<file path="config.mk">
export PLATFORM = sky130hd
export DESIGN_NAME = conv_layer_sequencer
export DESIGN_NICKNAME = d
export VERILOG_FILES = /design/src/rtl/conv_layer_sequencer.sv
export SDC_FILE = /design/constraint.sdc
export NUM_CORES = 1
export LEC_CHECK = 0
export ABC_CLOCK_PERIOD_IN_PS = 4800
export BUFFER_PORTS_ARGS = -buffer_cell sky130_fd_sc_hd__clkbuf_2
export CAP_MARGIN = 20
export CORE_ASPECT_RATIO = 0.5
export CORE_UTILIZATION = 35
export CTS_BUF_LIST = sky130_fd_sc_hd__clkbuf_16
export CTS_CLUSTER_DIAMETER = 60
export DETAILED_ROUTE_END_ITERATION = 10
export GPL_TIMING_DRIVEN = 0
export PLACE_DENSITY = 0.63
export REMOVE_ABC_BUFFERS = 1
export SKIP_CTS_REPAIR_TIMING = 1
export SYNTH_ARGS = -nofsm -noshare
export SYNTH_HDL_FRONTEND = slang
export SYNTH_SLANG_ARGS = --single-unit
</file>
<file path="constraint.sdc">
create_clock -name s_axi_aclk -period 4.8 [get_ports s_axi_aclk]
set_input_delay 0.24 -clock s_axi_aclk [delete_from_list [all_inputs] [get_ports s_axi_aclk]]
set_output_delay 0.24 -clock s_axi_aclk [all_outputs]
set_load 0.005 [all_outputs]
</file>
<file path="src/rtl/conv_layer_sequencer.sv">
// Layer-level sequencer for the convolution accelerator: splits a layer into weight passes,
// programs the accelerator over an AXI-Lite master write port, and kicks/awaits each pass.
module conv_layer_sequencer #(
  parameter logic [7:0] SHIFT_DEFAULT = 8'd8,
  parameter logic [3:0] REG0_ADDR     = 4'h0,
  parameter logic [3:0] REG1_ADDR     = 4'h4
) (
  input  logic        s_axi_aclk,
  input  logic        s_axi_aresetn,
  input  logic        start,
  input  logic [7:0]  cfg_tensor_size,
  input  logic [7:0]  cfg_kernel_size,
  input  logic [7:0]  cfg_stride,
  input  logic [7:0]  cfg_channels,
  input  logic [7:0]  cfg_shift,
  input  logic [9:0]  cfg_kernel_total,
  input  logic [9:0]  cfg_kernel_per_pass,
  output logic        busy,
  output logic        done,
  output logic        err,
  output logic [9:0]  pass_idx,
  output logic        wt_req,
  output logic [9:0]  wt_kernels,
  input  logic        wt_done,
  output logic [3:0]  m_axi_awaddr,
  output logic        m_axi_awvalid,
  input  logic        m_axi_awready,
  output logic [31:0] m_axi_wdata,
  output logic [3:0]  m_axi_wstrb,
  output logic        m_axi_wvalid,
  input  logic        m_axi_wready,
  input  logic [1:0]  m_axi_bresp,
  input  logic        m_axi_bvalid,
  output logic        m_axi_bready,
  output logic        conv_en,
  input  logic        w_done
);

  localparam logic [2:0] ST_IDLE  = 3'd0;
  localparam logic [2:0] ST_WLOAD = 3'd1;
  localparam logic [2:0] ST_WR0   = 3'd2;
  localparam logic [2:0] ST_WR1   = 3'd3;
  localparam logic [2:0] ST_KICK  = 3'd4;
  localparam logic [2:0] ST_WAIT  = 3'd5;
  localparam logic [2:0] ST_NEXT  = 3'd6;

  function automatic logic [9:0] min10(input logic [9:0] a, input logic [9:0] b);
    if (a < b) begin
      min10 = a;
    end else begin
      min10 = b;
    end
  endfunction

  logic [2:0]  state_r;
  logic [7:0]  tensor_r, kernel_r, stride_r, channels_r, shift_r;
  logic [9:0]  per_pass_r, remaining_r, n_r, pass_idx_r, wt_kernels_r;
  logic        busy_r, done_r, err_r, wt_req_r, conv_en_r;
  logic        awvalid_r, wvalid_r, bready_r, aw_hs_r, w_hs_r;
  logic [3:0]  awaddr_r, wstrb_r;
  logic [31:0] wdata_r;

  logic [9:0]  per_pass_cfg_s, n_start_s, rem_next_s, n_next_s;
  logic [7:0]  shift_cfg_s;
  logic [31:0] wdata0_s, wdata1_s;
  logic        aw_ok_s, w_ok_s, last_pass_s;

  // Pass sizing, register images and handshake bookkeeping.
  always_comb begin
    per_pass_cfg_s = cfg_kernel_per_pass;
    if (cfg_kernel_per_pass == 10'd0) begin
      per_pass_cfg_s = cfg_kernel_total;
    end else begin
      per_pass_cfg_s = cfg_kernel_per_pass;
    end
    shift_cfg_s = cfg_shift;
    if (cfg_shift == 8'd0) begin
      shift_cfg_s = SHIFT_DEFAULT;
    end else begin
      shift_cfg_s = cfg_shift;
    end
    n_start_s   = min10(per_pass_cfg_s, cfg_kernel_total);
    rem_next_s  = remaining_r - n_r;
    n_next_s    = min10(per_pass_r, rem_next_s);
    last_pass_s = (remaining_r == n_r);
    aw_ok_s     = aw_hs_r | (awvalid_r & m_axi_awready);
    w_ok_s      = w_hs_r | (wvalid_r & m_axi_wready);
    wdata0_s    = {2'b00, tensor_r, 6'b000000, kernel_r, stride_r};
    wdata1_s    = {2'b00, channels_r, n_r, 3'b000, 1'b1, shift_r};
  end

  // Layer FSM, AXI-Lite write engine and all registered outputs.
  always_ff @(posedge s_axi_aclk or negedge s_axi_aresetn) begin
    if (!s_axi_aresetn) begin
      state_r      <= ST_IDLE;
      tensor_r     <= 8'd0;
      kernel_r     <= 8'd0;
      stride_r     <= 8'd0;
      channels_r   <= 8'd0;
      shift_r      <= 8'd0;
      per_pass_r   <= 10'd0;
      remaining_r  <= 10'd0;
      n_r          <= 10'd0;
      pass_idx_r   <= 10'd0;
      wt_kernels_r <= 10'd0;
      busy_r       <= 1'b0;
      done_r       <= 1'b0;
      err_r        <= 1'b0;
      wt_req_r     <= 1'b0;
      conv_en_r    <= 1'b0;
      awvalid_r    <= 1'b0;
      wvalid_r     <= 1'b0;
      bready_r     <= 1'b0;
      aw_hs_r      <= 1'b0;
      w_hs_r       <= 1'b0;
      awaddr_r     <= 4'h0;
      wstrb_r      <= 4'h0;
      wdata_r      <= 32'h0000_0000;
    end else begin
      done_r    <= 1'b0;
      conv_en_r <= 1'b0;
      case (state_r)
        ST_IDLE: begin
          if (start) begin
            tensor_r    <= cfg_tensor_size;
            kernel_r    <= cfg_kernel_size;
            stride_r    <= cfg_stride;
            channels_r  <= cfg_channels;
            shift_r     <= shift_cfg_s;
            per_pass_r  <= per_pass_cfg_s;
            remaining_r <= cfg_kernel_total;
            n_r         <= n_start_s;
            pass_idx_r  <= 10'd0;
            err_r       <= 1'b0;
            if (cfg_kernel_total == 10'd0) begin
              done_r <= 1'b1;
            end else begin
              busy_r       <= 1'b1;
              wt_req_r     <= 1'b1;
              wt_kernels_r <= n_start_s;
              state_r      <= ST_WLOAD;
            end
          end
        end
        ST_WLOAD: begin
          if (wt_done) begin
            wt_req_r  <= 1'b0;
            awvalid_r <= 1'b1;
            wvalid_r  <= 1'b1;
            aw_hs_r   <= 1'b0;
            w_hs_r    <= 1'b0;
            awaddr_r  <= REG0_ADDR;
            wdata_r   <= wdata0_s;
            wstrb_r   <= 4'hF;
            state_r   <= ST_WR0;
          end
        end
        ST_WR0, ST_WR1: begin
          if (awvalid_r && m_axi_awready) begin
            awvalid_r <= 1'b0;
          end
          if (wvalid_r && m_axi_wready) begin
            wvalid_r <= 1'b0;
          end
          aw_hs_r <= aw_ok_s;
          w_hs_r  <= w_ok_s;
          if (!bready_r) begin
            if (aw_ok_s && w_ok_s) begin
              bready_r <= 1'b1;
            end
          end else if (m_axi_bvalid) begin
            bready_r <= 1'b0;
            if (m_axi_bresp != 2'b00) begin
              err_r   <= 1'b1;
              done_r  <= 1'b1;
              busy_r  <= 1'b0;
              state_r <= ST_IDLE;
            end else if (state_r == ST_WR0) begin
              awvalid_r <= 1'b1;
              wvalid_r  <= 1'b1;
              aw_hs_r   <= 1'b0;
              w_hs_r    <= 1'b0;
              awaddr_r  <= REG1_ADDR;
              wdata_r   <= wdata1_s;
              state_r   <= ST_WR1;
            end else begin
              conv_en_r <= 1'b1;
              state_r   <= ST_KICK;
            end
          end
        end
        ST_KICK: begin
          state_r <= ST_WAIT;
        end
        ST_WAIT: begin
          // The final pass folds NEXT's bookkeeping in so done follows w_done by one cycle.
          if (w_done) begin
            if (last_pass_s) begin
              remaining_r <= rem_next_s;
              pass_idx_r  <= pass_idx_r + 10'd1;
              done_r      <= 1'b1;
              busy_r      <= 1'b0;
              state_r     <= ST_IDLE;
            end else begin
              state_r <= ST_NEXT;
            end
          end
        end
        ST_NEXT: begin
          remaining_r <= rem_next_s;
          pass_idx_r  <= pass_idx_r + 10'd1;
          if (rem_next_s == 10'd0) begin
            done_r  <= 1'b1;
            busy_r  <= 1'b0;
            state_r <= ST_IDLE;
          end else begin
            n_r          <= n_next_s;
            wt_kernels_r <= n_next_s;
            wt_req_r     <= 1'b1;
            state_r      <= ST_WLOAD;
          end
        end
        default: begin
          busy_r    <= 1'b0;
          wt_req_r  <= 1'b0;
          awvalid_r <= 1'b0;
          wvalid_r  <= 1'b0;
          bready_r  <= 1'b0;
          state_r   <= ST_IDLE;
        end
      endcase
    end
  end

  assign busy          = busy_r;
  assign done          = done_r;
  assign err           = err_r;
  assign pass_idx      = pass_idx_r;
  assign wt_req        = wt_req_r;
  assign wt_kernels    = wt_kernels_r;
  assign m_axi_awaddr  = awaddr_r;
  assign m_axi_awvalid = awvalid_r;
  assign m_axi_wdata   = wdata_r;
  assign m_axi_wstrb   = wstrb_r;
  assign m_axi_wvalid  = wvalid_r;
  assign m_axi_bready  = bready_r;
  assign conv_en       = conv_en_r;

endmodule
</file>
# Yosys cells after proc, flatten, opt, wreduce, memory -nomap -nowiden
# Index checks and enable logic that the tools add are counted.
[classes] eq_ne=19 n_mux=99 addsub=2 n_reduce_logical=30 bitwise_logic=7 magnitude_cmp=2
[ops] op="32-bit two-way mux" count=5
[ops] op="10-bit two-way mux" count=13
[ops] op="32-bit case mux with 2 select lines" count=1
[ops] op="10-bit case mux with 3 select lines" count=2
[ops] op="1-bit two-way mux" count=50
[ops] op="10-bit case mux with 2 select lines" count=2
[ops] op="10-bit logical NOT" count=3
[ops] op="3-bit two-way mux" count=9
[ops] op="2-bit != test, second input constant" count=12
[ops] op="10-bit less-than comparator" count=2
[ops] op="4-bit two-way mux" count=5
[ops] op="3-bit case mux with 6 select lines" count=1
[ops] op="6-bit AND reduction" count=2
[ops] op="10-bit by 1-bit adder with 10-bit output, second input constant" count=1
[ops] op="10-bit == test" count=1
[ops] op="5-bit AND reduction" count=2
[ops] op="10-bit subtractor" count=1
[ops] op="3-bit == test, second input constant" count=3
[ops] op="9-bit AND reduction" count=1
[ops] op="8-bit logical NOT" count=1
[ops] op="8-bit two-way mux" count=1
[ops] op="1-bit case mux with 2 select lines" count=4
[ops] op="1-bit case mux with 4 select lines" count=2
[ops] op="4-bit case mux with 2 select lines" count=1
[ops] op="17 further kinds" count=34
[totals] reg_bits=140 word_cells=183

# Logic depth before layout (Yosys ltp)
# Gate-level depths: netlist (run 1).
[logic_depth] depth_word=7 ltp_mapped=17 ltp_nobuf=16

# Worst setup path before layout (run 1)
# OpenSTA, ideal clock, no wires.
[synth_path] kind="register to register" from="reg remaining_r[0]" to="reg wt_kernels_r[5], in the netlist wt_kernels[5]" arrival_ns=3.726 required_ns=4.672 period_less_slack_ns=3.854 path_slack_ns=0.946 n_path_buf=1 stages_incl_launch_ff=16 path_cell_list="dfrtp_1 -> inv_1 -> ha_1 -> inv_1 -> fa_1 -> a211o_1 -> and2_1 -> o311ai_2 -> inv_1 -> ha_1 -> a2111oi_0 -> o2bb2ai_1 -> buf_1 -> mux2i_1 -> mux2i_1 -> mux2_1"
[synth_via] elab_chain_cells=5
[synth_rtl] element="start: declaration" line="57" rtl="logic [9:0] per_pass_r, remaining_r, n_r, pass_idx_r, wt_kernels_r;"
[synth_rtl] element="start signal: assignment" line="131" rtl="remaining_r <= cfg_kernel_total;"
[synth_rtl] element="start signal: assignment" line="199" rtl="remaining_r <= rem_next_s;"
[synth_rtl] element="start signal: assignment" line="210" rtl="remaining_r <= rem_next_s;"
[synth_rtl] element="10-bit subtractor *" line="83" rtl="rem_next_s = remaining_r - n_r;"
[synth_rtl] element="10-bit less-than comparator" line="48" rtl="if (a < b) begin"
[synth_rtl] element="10-bit two-way mux" line="48"
[synth_rtl] element="10-bit two-way mux" line="212" rtl="if (rem_next_s == 10'd0) begin"
[synth_rtl] element="10-bit case mux with 2 select lines" line="122" rtl="case (state_r)"
[synth_rtl] element="end signal: assignment" line="140" rtl="wt_kernels_r <= n_start_s;"
[synth_rtl] element="end signal: assignment" line="218" rtl="wt_kernels_r <= n_next_s;"
[synth_rtl] element="end: declaration" line="57"
# Every way passes the cells marked *; elsewhere a longest branch is shown, timed or not. The select of a mux whose other input is x is not followed.
# A chain may end at the register's enable or synchronous reset.

# Worst setup path in the final report (run 1)
[layout_path] from="reg n_r[0]" to="reg n_r[9]"
[layout_via] elab_chain_cells=5
[layout_rtl] element="start: declaration" line="57"
[layout_rtl] element="start signal: assignment" line="132" rtl="n_r <= n_start_s;"
[layout_rtl] element="start signal: assignment" line="217" rtl="n_r <= n_next_s;"
[layout_rtl] element="10-bit subtractor *" line="83"
[layout_rtl] element="10-bit less-than comparator" line="48"
[layout_rtl] element="10-bit two-way mux" line="48"
[layout_rtl] element="10-bit two-way mux" line="212"
[layout_rtl] element="10-bit case mux with 2 select lines" line="122"
# Marked as above.

==> run summary, run 1 <==
## Status
- completed — status

## Place
- 1195 — count of placed standard cells including taps
- 0.856 — Placer Congestion
- 14.2 mm — DP Wirelength
- 116 ps — Post-Place Worst Slack
- 132 — Buffers on Ports

## Die
- 138 — I/O pins
- 0.0218 mm² — total die area
- 105 µm — die extent in y
- 37 — row cnt
- 0.0206 mm² — core area
- 0.359 — Starting Density
- 208 µm — die width

## Clock tree
- built — clock tree from TritonCTS
- 135 — Clock Sinks
- 2 — worst-case clock buffer depth
- 70 ps — clock transition at the registers of the reported paths
- 420 ps — clk_lat worst skew
- 4 — CTS H-tree depth
- 17 — clock buffer count from CTS
- sky130_fd_sc_hd__clkbuf_16 — root buffer cell

## Drt
- 0 — number of routed nets with antenna violations
- 5.10 — mean number of vias per cell
- 15.8 µm — routed len/inst
- 6288 — via count
- 1.01 mm — routed wire length on met3
- 9.38 mm — detailed-route wire length on metal 1
- 19.5 mm — routed wire length
- 8.88 mm — routed length on met2
- 530 — Detailed Route Iter0 Violations
- met5 — DR top layer
- 0 — Post-route DRC
- 4 — iteration count of the initial detailed-routing pass

## Synthesis
- 135 — Seq cells post-synth
- 1.00 — Synth async-reset ratio
- 0.00741 mm² — total standard cell area after synthesis
- 826 — number of instances in the synthesized netlist
- 0.456 — sequential share of the synthesized area
- 8.97 µm² — synthesized area per cell
- 0.456 — share of the synthesized area in the top cell type
- sky130_fd_sc_hd__dfrtp_1, sky130_fd_sc_hd__nand2_1, sky130_fd_sc_hd__ha_1 — largest cells by area after synthesis
- sky130_fd_sc_hd__dfrtp_1 — post-synth top area cell
- 0 — synth warn
- 75 — number of distinct standard cells referenced by the synthesized netlist
- 0 — Post-synth EDFFs
- sky130_fd_sc_hd__dfrtp_1 — most instantiated flip-flop cell in the synthesis netlist

## Power and ir drop
- 0.299 — part of the total power dissipated in sequential elements
- 0.511 — Comb power frac
- 2.80 mW — net switching power of the design
- 3.84 mW — internal power
- 0.422 — switching share of power
- 4.51 nW — Lkg Pwr
- 738 mW/mm² — Power per Cell Area
- 0.191 — share of power burned in the clock network
- 6.64 mW — Design Power
- 0.377 mV — largest voltage drop on the vdd net

## GRT
- 0.186 — global-route usage over all layers
- 32.0 mm — global-route wire length before repair
- 73 — largest net degree at the start of global routing
- 6049 — number of global-route vias before repair
- 0 — leftover overflow at the end of global routing
- 1 — number of antenna violations at the first check in global routing

## STA
- 0 — final-report max-slew violation count
- no — setup repair after global routing missed its margin
- 0 — Final setup viols
- 230 MHz — maximum achievable frequency
- 454 ps — worst-case setup margin in the final layout
- 0 — number of hold-slack violations in the final timing report
- 4350 ps — clock period minus worst slack
- 6.06 ps — worst hold margin
- 0.293 — worst rel slew slack
- 9.67 ps — Max Clock Skew
- 0.905 — final clock period utilization by the worst path
- 1050 ps — transition time at the pin with the least slew margin

## Finish
- sky130_fd_sc_hd__nand2_1, sky130_fd_sc_hd__dfrtp_1, sky130_fd_sc_hd__clkbuf_2 — commonest cells after routing, fill and taps aside
- 21.3% — area growth from synthesis to layout
- 1045 — final-stage net count
- 0.224 — fraction of final layout cells sized beyond drive strength 1
- sky130_fd_sc_hd__nand2_1 — most common cell after layout, fill and taps aside
- 0 — diode insertion count for antenna repair
- 1233 — non-filler cells, final

## Worst hold path
- input pin to flop — Worst Hold Class

## Setup path
- 4710 ps — Worst EP arrival
- flop — endpoint class of the critical path
- 5160 ps — Data required, critical path
- 450 ps — reg2reg setup slack
- 490 ps — maximum single-stage delay on the critical path
- ha_1, inv_1, fa_1, a211o_1, and2_1, o311ai_2, inv_1, ha_1, a2111oi_0, o2bb2ai_1, buf_4, mux2_2, mux2i_1, mux2_4 — ordered cell list for the critical path
- compound AO/OA/AOI/OAI gates — kind of cell with the highest combined delay on the critical path
- 3 — buffering stage count on the worst path with inverters included
- flop — launching element type of the critical path
- 8 — worst-path maximum fanout
- sky130_fd_sc_hd__o311ai_2 — Slowest cell on crit path
- flop to flop — crit path kind

## Job
- 0 — maxcap violations

cell usage after synthesis (4+ instances only):
master	instances
sky130_fd_sc_hd__a211oi_1	5
sky130_fd_sc_hd__nand3_1	16
sky130_fd_sc_hd__o21ai_0	19
sky130_fd_sc_hd__a21o_1	9
sky130_fd_sc_hd__or2_2	4
sky130_fd_sc_hd__nor3b_1	4
sky130_fd_sc_hd__nand4_1	8
sky130_fd_sc_hd__inv_1	40
sky130_fd_sc_hd__o21a_1	4
sky130_fd_sc_hd__mux2_2	11
sky130_fd_sc_hd__clkbuf_1	29
sky130_fd_sc_hd__nor2b_1	5
sky130_fd_sc_hd__nor4_1	6
sky130_fd_sc_hd__xnor2_1	9
sky130_fd_sc_hd__and2_1	4
sky130_fd_sc_hd__ha_1	27
sky130_fd_sc_hd__a211o_1	4
sky130_fd_sc_hd__mux2i_1	31
sky130_fd_sc_hd__buf_4	11
sky130_fd_sc_hd__nor2_1	64
sky130_fd_sc_hd__nand2_1	219
sky130_fd_sc_hd__a31oi_1	26
sky130_fd_sc_hd__a21oi_1	29
sky130_fd_sc_hd__o31ai_1	9
sky130_fd_sc_hd__mux2_4	4
sky130_fd_sc_hd__nor3_1	12
sky130_fd_sc_hd__buf_1	5
sky130_fd_sc_hd__dfrtp_1	135
sky130_fd_sc_hd__o211ai_1	4
worst reg2reg max path, delay by kind of cell, from the launching register on:
kind	cells	cell delay, ps
buffers and inverters	3	420
DFF	1	430
adders and majority gates	3	830
AOI/OAI and AO/OA	4	1530
muxes	3	850
and+or+nand+nor	1	220
stage by stage:
stage / setup TNS, ps / utilization / area [µm²]
3_3_place_gp: -4840 / 0.396 / 8180
5_1_grt: 0 / 0.436 / 8990
6_report: 0 / 0.436 / 8990
3_5_place_dp: 0 / 0.406 / 8370
4_1_cts: 0 / 0.433 / 8940
2_1_floorplan: 0 / - / 7180
final timing paths:
check,from,to,cells past startpoint
worst max-delay path,n_r[0],n_r[9],14
worst min-delay path,cfg_kernel_size[7],kernel_r[7],3
worst max register to register,n_r[0],n_r[9],14
worst min register to register,m_axi_wdata[10],m_axi_wdata[10],2
max in group asynchronous,s_axi_aresetn,remaining_r[1],3
min in group asynchronous,s_axi_aresetn,wt_kernels[6],2
per-layer routing:
layer | track usage | up-vias
met2 | 0.290 | 145
met4 | 0.0519 | 2
li1 | - | 3071
met5 | 0 | -
met3 | 0.0418 | 17
met1 | 0.259 | 3053
state kept, by name, summed over array words and instances, names as in the netlist, 3 cells and up:
register,cells
remaining_r,10
tensor_r,8
m_axi_wdata,30
per_pass_r,10
stride_r,8
channels_r,8
wt_kernels,10
pass_idx,10
state_r,3
shift_r,8
n_r,10
kernel_r,8
cells by family after synthesis:
kind of cell / Yosys count / share of synthesized area
AND/OR/NAND/NOR: 370 / 0.220
AO/OA/AOI/OAI: 143 / 0.138
flip-flops: 135 / 0.456
buffers and inverters: 90 / 0.0545
multiplexers: 48 / 0.0697
adder cells (fa/ha/maj): 28 / 0.0483
XOR/XNOR: 11 / 0.0130
other: 1 / 0.000506
area by class of cell:
| type | count | area, µm² |
|---|---|---|
| clock buffers | 17 | 425 |
| clock inverters | 15 | 139 |
| fillers | 2062 | 11700 |
| inverters | 42 | 158 |
| multi-input cells | 605 | 3670 |
| flip-flops and latches | 135 | 3380 |
| well taps | 273 | 342 |
| repair buffers | 146 | 885 |
power by group through the flow:
stage	sequential [mW]	clock, mW	combinational [mW]
global placement	1.98	0	3.17
global route	2.05	1.35	3.79
detailed placement	2.00	0	3.35
finish	1.98	1.27	3.39
CTS	1.98	1.30	3.37
floorplan	1.94	0	2.32
Power figures use the tool's default switching activity.
==> run 2: changes to the inputs <==
--- a/config.mk
+++ b/config.mk
@@ -5,10 +5,11 @@
 export SDC_FILE = /design/constraint.sdc
 export NUM_CORES = 1
 export LEC_CHECK = 0
-export ABC_CLOCK_PERIOD_IN_PS = 4800
+export ABC_CLOCK_PERIOD_IN_PS = 4830
 export BUFFER_PORTS_ARGS = -buffer_cell sky130_fd_sc_hd__clkbuf_2
 export CAP_MARGIN = 20
 export CORE_ASPECT_RATIO = 0.5
+export CORE_MARGIN = 2
 export CORE_UTILIZATION = 35
 export CTS_BUF_LIST = sky130_fd_sc_hd__clkbuf_16
 export CTS_CLUSTER_DIAMETER = 60
@@ -17,6 +18,7 @@
 export PLACE_DENSITY = 0.63
 export REMOVE_ABC_BUFFERS = 1
 export SKIP_CTS_REPAIR_TIMING = 1
+export SKIP_LAST_GASP = 1
 export SYNTH_ARGS = -nofsm -noshare
 export SYNTH_HDL_FRONTEND = slang
 export SYNTH_SLANG_ARGS = --single-unit
==> constraint.sdc (replaced) <==
create_clock -name s_axi_aclk -period 4.83 [get_ports s_axi_aclk]
set_input_delay 0.2415 -clock s_axi_aclk [delete_from_list [all_inputs] [get_ports s_axi_aclk]]
set_output_delay 0.2415 -clock s_axi_aclk [all_outputs]
set_load 0.005 [all_outputs]
==> run 2 against run 1 <==
Effect of this change: fmax is 4.9% higher; via count decreased by 0.70%; non-clock buffer count fell by 2.
==> run summary, run 2 (synthesis gave the netlist of run 1 again) <==
## Status
- completed — status, unchanged

## Drt
- 0 — number of routed nets with antenna violations, unchanged
- 9.41 mm — detailed-route wire length on metal 1, was 9.38 mm
- 680 µm — routed wire length on met3, was 1.01 mm
- 4 — iteration count of the initial detailed-routing pass, unchanged
- 0 — Post-route DRC, unchanged
- 19.4 mm — routed wire length, was 19.5 mm
- met4 — DR top layer, was met5
- 5.07 — mean number of vias per cell, was 5.10
- 6244 — via count, was 6288
- 385 — Detailed Route Iter0 Violations, was 530
- 15.8 µm — routed len/inst, about the same
- 9.13 mm — routed length on met2, was 8.88 mm

## Setup path
- wt_kernels[5] — capturing instance or port of the critical path, was n_r[9]
- 690 ps — reg2reg setup slack, was 450 ps
- flop to flop — crit path kind, unchanged
- flop — launching element type of the critical path, unchanged
- n_r[0] — Crit. Startpoint, unchanged
- n_r[0] — R2R Path Start, unchanged
- 5130 ps — Data required, critical path, was 5160 ps
- wt_kernels[5] — capture point of the worst reg-to-reg path, was n_r[9]
- 4440 ps — Worst EP arrival, was 4710 ps
- 14 — Worst Reg2Reg Path Length in Cells, unchanged
- 7 — worst-path maximum fanout, was 8
- flop — endpoint class of the critical path, unchanged

## STA
- no — setup repair after global routing missed its margin, unchanged
- 686 ps — worst-case setup margin in the final layout, was 454 ps
- 4140 ps — clock period minus worst slack, was 4350 ps
- 0 — number of hold-slack violations in the final timing report, unchanged
- 7.17 ps — worst hold margin, was 6.06 ps
- 0.337 — worst rel slew slack, was 0.293
- 0 — final-report max-slew violation count, unchanged
- 987 ps — transition time at the pin with the least slew margin, was 1050 ps
- 12.1 ps — Max Clock Skew, was 9.67 ps
- 0 — Final setup viols, unchanged
- 0 ps — final-layout setup total negative slack, unchanged
- 241 MHz — maximum achievable frequency, was 230 MHz
- 0.858 — final clock period utilization by the worst path, was 0.905

## Power and ir drop
- 4.54 nW — Lkg Pwr, was 4.51 nW
- 749 mW/mm² — Power per Cell Area, was 738 mW/mm²
- 0.328 mV — largest voltage drop on the vdd net, was 0.377 mV

## Worst hold path
- input pin to flop — Worst Hold Class, unchanged
- 3 — Worst Hold Path Cells, unchanged

## Clock tree
- 135 — Clock Sinks, unchanged
- 17 — clock buffer count from CTS, unchanged
- built — clock tree from TritonCTS, unchanged
- 2 — worst-case clock buffer depth, unchanged
- 4 — CTS H-tree depth, unchanged
- sky130_fd_sc_hd__clkbuf_16 — root buffer cell, unchanged
- 70 ps — clock transition at the registers of the reported paths, about the same
- 420 ps — clk_lat worst skew, about the same

## GRT
- 31.6 mm — global-route wire length before repair, was 32.0 mm
- 0.179 — global-route usage over all layers, was 0.186
- 0 — number of antenna violations at the first check in global routing, was 1
- 0 — leftover overflow at the end of global routing, unchanged
- 75 — largest net degree at the start of global routing, was 73
- 6166 — number of global-route vias before repair, was 6049

## Finish
- sky130_fd_sc_hd__nand2_1, sky130_fd_sc_hd__dfrtp_1, sky130_fd_sc_hd__clkbuf_2 — commonest cells after routing, fill and taps aside, unchanged
- 0.227 — fraction of final layout cells sized beyond drive strength 1, was 0.224
- sky130_fd_sc_hd__nand2_1 — most common cell after layout, fill and taps aside, unchanged
- 1043 — final-stage net count, was 1045
- 30 — number of flip-flops in the largest register, unchanged
- 0 — diode insertion count for antenna repair, unchanged
- 22.4% — area growth from synthesis to layout, was 21.3%
- 0.00907 mm² — final instance area, was 0.00899 mm²
- 2068 — Fill cells, was 2062

## Die
- 37 — row cnt, unchanged
- 0.0206 mm² — core area, unchanged
- 0.359 — Starting Density, unchanged
- 107 µm — die extent in y, was 105 µm
- 138 — I/O pins, unchanged
- 0.0224 mm² — total die area, was 0.0218 mm²
- 210 µm — die width, was 208 µm

## Place
- 171 ps — Post-Place Worst Slack, was 116 ps
- 0.823 — Placer Congestion, was 0.856
- 0.00837 mm² — cell area after placement, unchanged
- 132 — Buffers on Ports, unchanged
- 14.4 mm — DP Wirelength, was 14.2 mm

## Job
- 0 — maxcap violations, unchanged

[run 2: cell count changes in the layout (fill, tap and decap cells not counted)]
cell                            delta
sky130_fd_sc_hd__dlygate4sd3_1     -2
sky130_fd_sc_hd__bufinv_16         +4
sky130_fd_sc_hd__inv_6             -1
sky130_fd_sc_hd__clkinv_1          -1
sky130_fd_sc_hd__clkinv_4          -1
sky130_fd_sc_hd__inv_1             -1
[run 2: worst min path at each step]
stage                             startpoint              end  slack [ps]
after global placement    cfg_tensor_size[3]      tensor_r[3]         430
after floorplan                s_axi_aresetn          aw_hs_r         -50
after detailed placement       s_axi_aresetn    wt_kernels[8]         270
after CTS                      s_axi_aresetn  m_axi_wdata[16]        -190
after global routing           cfg_stride[6]      stride_r[6]           3
final                     cfg_kernel_size[2]      kernel_r[2]           7
[run 2: layout make-up]
class                      instances  area, µm²  share of cell area
multi-input combinational        605       3670               0.404
timing repair buffer             144        865              0.0953
clock buffer                      17        425              0.0469
tap                              273        342              0.0377
clock inverter                    15        234              0.0258
sequential                       135       3380               0.373
inverter                          42        158              0.0174
[run 2: per-stage QoR]
step | util | instances | total power [mW]
2_1_floorplan | - | 782 | 4.24
3_3_place_gp | 0.396 | 1187 | 5.11
3_5_place_dp | 0.406 | 1195 | 5.32
4_1_cts | 0.437 | 1227 | 6.82
5_1_grt | 0.439 | 1231 | 7.33
6_report | 0.439 | 1231 | 6.79
[run 2: power breakdown]
group          leakage [nW]  internal [mW]  switching, mW
Clock                 0.319          0.962          0.502
Sequential             1.64           1.64          0.338
Combinational          2.58           1.42           1.93
[run 2: layer usage]
| layer | vias up | global-route usage |
|---|---|---|
| met4 | 0 | 0.0486 |
| met2 | 108 | 0.291 |
| li1 | 3072 | - |
| met1 | 3048 | 0.244 |
| met3 | 16 | 0.0369 |
| met5 | - | 0 |
[run 2: critical path, cell delays in order, from the launching register on]
cell,delay (ps)
sky130_fd_sc_hd__dfrtp_1,430
sky130_fd_sc_hd__ha_1,220
sky130_fd_sc_hd__inv_1,60
sky130_fd_sc_hd__fa_1,390
sky130_fd_sc_hd__a211o_1,330
sky130_fd_sc_hd__and2_1,210
sky130_fd_sc_hd__o311ai_2,520
sky130_fd_sc_hd__inv_1,90
sky130_fd_sc_hd__ha_1,190
sky130_fd_sc_hd__a2111oi_0,380
sky130_fd_sc_hd__o2bb2ai_1,290
sky130_fd_sc_hd__buf_4,270
sky130_fd_sc_hd__mux2i_1,190
sky130_fd_sc_hd__mux2i_1,120
sky130_fd_sc_hd__mux2_1,320
==> run 3: changes to the inputs <==
--- a/config.mk
+++ b/config.mk
@@ -10,12 +10,12 @@
 export CAP_MARGIN = 20
 export CORE_ASPECT_RATIO = 0.5
 export CORE_MARGIN = 2
-export CORE_UTILIZATION = 35
+export CORE_UTILIZATION = 30
 export CTS_BUF_LIST = sky130_fd_sc_hd__clkbuf_16
 export CTS_CLUSTER_DIAMETER = 60
 export DETAILED_ROUTE_END_ITERATION = 10
 export GPL_TIMING_DRIVEN = 0
-export PLACE_DENSITY = 0.63
+export PLACE_DENSITY = 0.56
 export REMOVE_ABC_BUFFERS = 1
 export SKIP_CTS_REPAIR_TIMING = 1
 export SKIP_LAST_GASP = 1
==> run 3 against run 2 <==
Effect of this change: clock skew fell by 4.2 ps; global-route usage fell by 1.5 points; critical path type unchanged; utilization fell by 6.0 points; clock power fell by 5%; largest power group unchanged; register-to-register slack got worse by 50 ps; power fell by 1.3%; combinational power barely moved; non-clock buffer count rose by 5; final cell count rose by 5.4%; worst hold slack got worse by 4.2 ps; clock-buffer cell count did not move; critical path depth did not move.
==> run summary, run 3 (synthesis gave the netlist of run 1 again) <==
## Place
- 539 ps — Post-Place Worst Slack, was 171 ps
- 1260 — count of placed standard cells including taps, was 1195
- 0.851 — Placer Congestion, was 0.823
- 132 — Buffers on Ports, unchanged
- 14.9 mm — DP Wirelength, was 14.4 mm
- 0.00847 mm² — cell area after placement, was 0.00837 mm²

## Power and ir drop
- 6.70 mW — Design Power, was 6.79 mW
- 2.79 mW — net switching power of the design, was 2.77 mW
- 0.322 mV — largest voltage drop on the vdd net, was 0.328 mV
- 0.205 — share of power burned in the clock network, was 0.216
- 0.294 — part of the total power dissipated in sequential elements, was 0.291
- 4.53 nW — Lkg Pwr, was 4.54 nW
- 3.91 mW — internal power, was 4.02 mW
- 0.416 — switching share of power, was 0.408
- 0.500 — Comb power frac, was 0.494
- 733 mW/mm² — Power per Cell Area, was 749 mW/mm²

## Drt
- 5 — iteration count of the initial detailed-routing pass, was 4
- 0 — number of routed nets with antenna violations, unchanged
- 20.4 mm — routed wire length, was 19.4 mm
- 6261 — via count, was 6244
- 0 — Post-route DRC, unchanged
- 15.7 µm — routed len/inst, was 15.8 µm
- 496 — Detailed Route Iter0 Violations, was 385
- 4.82 — mean number of vias per cell, was 5.07

## Status
- completed — status, unchanged

## STA
- 0 — Final setup viols, unchanged
- 0.869 — final clock period utilization by the worst path, was 0.858
- 635 ps — worst-case setup margin in the final layout, was 686 ps
- 238 MHz — maximum achievable frequency, was 241 MHz
- no — setup repair after global routing missed its margin, unchanged
- 0.386 — worst rel slew slack, was 0.337
- 4200 ps — clock period minus worst slack, was 4140 ps
- 2.96 ps — worst hold margin, was 7.17 ps
- 912 ps — transition time at the pin with the least slew margin, was 987 ps
- 7.86 ps — Max Clock Skew, was 12.1 ps
- 0 — number of hold-slack violations in the final timing report, unchanged
- 0 — final-report max-slew violation count, unchanged

## Finish
- 0.00914 mm² — final instance area, was 0.00907 mm²
- 1048 — final-stage net count, was 1043
- 30 — number of flip-flops in the largest register, unchanged
- 1298 — non-filler cells, final, was 1231
- 23.4% — area growth from synthesis to layout, was 22.4%
- 0.226 — fraction of final layout cells sized beyond drive strength 1, was 0.227
- 2449 — Fill cells, was 2068
- sky130_fd_sc_hd__nand2_1 — most common cell after layout, fill and taps aside, unchanged
- sky130_fd_sc_hd__nand2_1, sky130_fd_sc_hd__dfrtp_1, sky130_fd_sc_hd__clkbuf_2 — commonest cells after routing, fill and taps aside, unchanged
- 0 — diode insertion count for antenna repair, unchanged

## Clock tree
- sky130_fd_sc_hd__clkbuf_16 — root buffer cell, unchanged
- 2 — worst-case clock buffer depth, unchanged
- 4 — CTS H-tree depth, unchanged
- 430 ps — clk_lat worst skew, was 420 ps
- built — clock tree from TritonCTS, unchanged
- 60 ps — clock transition at the registers of the reported paths, was 70 ps
- 135 — Clock Sinks, unchanged
- 17 — clock buffer count from CTS, unchanged

## Worst hold path
- input pin to flop — Worst Hold Class, unchanged

## GRT
- 6222 — number of global-route vias before repair, was 6166
- 95 — largest net degree at the start of global routing, was 75
- 0 — leftover overflow at the end of global routing, unchanged
- 0.164 — global-route usage over all layers, was 0.179
- 33.0 mm — global-route wire length before repair, was 31.6 mm
- 0 — number of antenna violations at the first check in global routing, unchanged

## Setup path
- 4500 ps — Worst EP arrival, was 4440 ps
- flop — endpoint class of the critical path, unchanged
- ha_1, inv_1, fa_1, a211o_1, and2_1, o311ai_2, inv_1, ha_1, a2111oi_0, o2bb2ai_1, buf_4, mux2i_1, mux2i_1, mux2_1 — ordered cell list for the critical path, unchanged
- 3 — buffering stage count on the worst path with inverters included, unchanged
- compound AO/OA/AOI/OAI gates — kind of cell with the highest combined delay on the critical path, unchanged
- 7 — worst-path maximum fanout, unchanged
- 540 ps — maximum single-stage delay on the critical path, was 520 ps
- flop to flop — crit path kind, unchanged
- 5140 ps — Data required, critical path, was 5130 ps
- sky130_fd_sc_hd__o311ai_2 — Slowest cell on crit path, unchanged
- flop — launching element type of the critical path, unchanged

## Die
- 226 µm — die width, was 210 µm
- 138 — I/O pins, unchanged
- 0.0261 mm² — total die area, was 0.0224 mm²
- 0.307 — Starting Density, was 0.359
- 115 µm — die extent in y, was 107 µm
- 0.0241 mm² — core area, was 0.0206 mm²
- 40 — row cnt, was 37

## Job
- 0 — maxcap violations, unchanged

==> run 3: cell count changes in the layout (fill, tap and decap cells not counted), sizes merged <==
cell         delta
dlygate4sd3     +4
bufinv          -2
clkbuf          +1
clkinv          +1
==> run 3: metrics by stage <==
stage / TNS (ps) / util
5_1_grt: 0 / 0.379
3_5_place_dp: 0 / 0.351
3_3_place_gp: -6590 / 0.342
6_report: 0 / 0.379
2_1_floorplan: 0 / -
4_1_cts: 0 / 0.376
==> run 3: layer usage <==
layer	GRT usage	wire, µm	up-vias
met5	0	0	-
met4	0.0434	136	0
met3	0.0371	700	12
met2	0.271	9720	127
met1	0.219	9800	3052
li1	-	-	3070
==> run 3: power by group through the flow <==
stage	registers, mW	clock network [mW]	logic [mW]
floorplan	1.93	0	2.31
global placement	1.97	0	3.18
detailed placement	1.99	0	3.36
CTS	1.97	1.41	3.38
global route	2.05	1.46	3.78
finish	1.97	1.38	3.35
==> run 3: tightest hold or removal path, cell delays in order <==
cell and delay [ps]:
sky130_fd_sc_hd__clkbuf_2 70, sky130_fd_sc_hd__nand2_1 40, sky130_fd_sc_hd__nand2_1 40
==> run 3: final cells by class <==
type                       count  area (µm²)  area share
clock inverter                14         183      0.0200
tap                          336         420      0.0460
multi-input combinational    605        3670       0.401
timing repair buffer         149         912      0.0998
sequential                   135        3380       0.370
inverter                      42         158      0.0172
clock buffer                  17         425      0.0465
==> run 3: path summary, 6_finish.rpt <==
path	start	endpoint	slack (ps)	cells after the start
max	n_r[0]	wt_kernels[5]	630	14
min	cfg_kernel_size[3]	kernel_r[3]	3	3
max reg2reg	n_r[0]	wt_kernels[5]	630	14
min reg2reg	m_axi_wdata[21]	m_axi_wdata[21]	470	2
max in group asynchronous	s_axi_aresetn	channels_r[6]	3720	3
min in group asynchronous	s_axi_aresetn	wt_kernels[6]	300	2
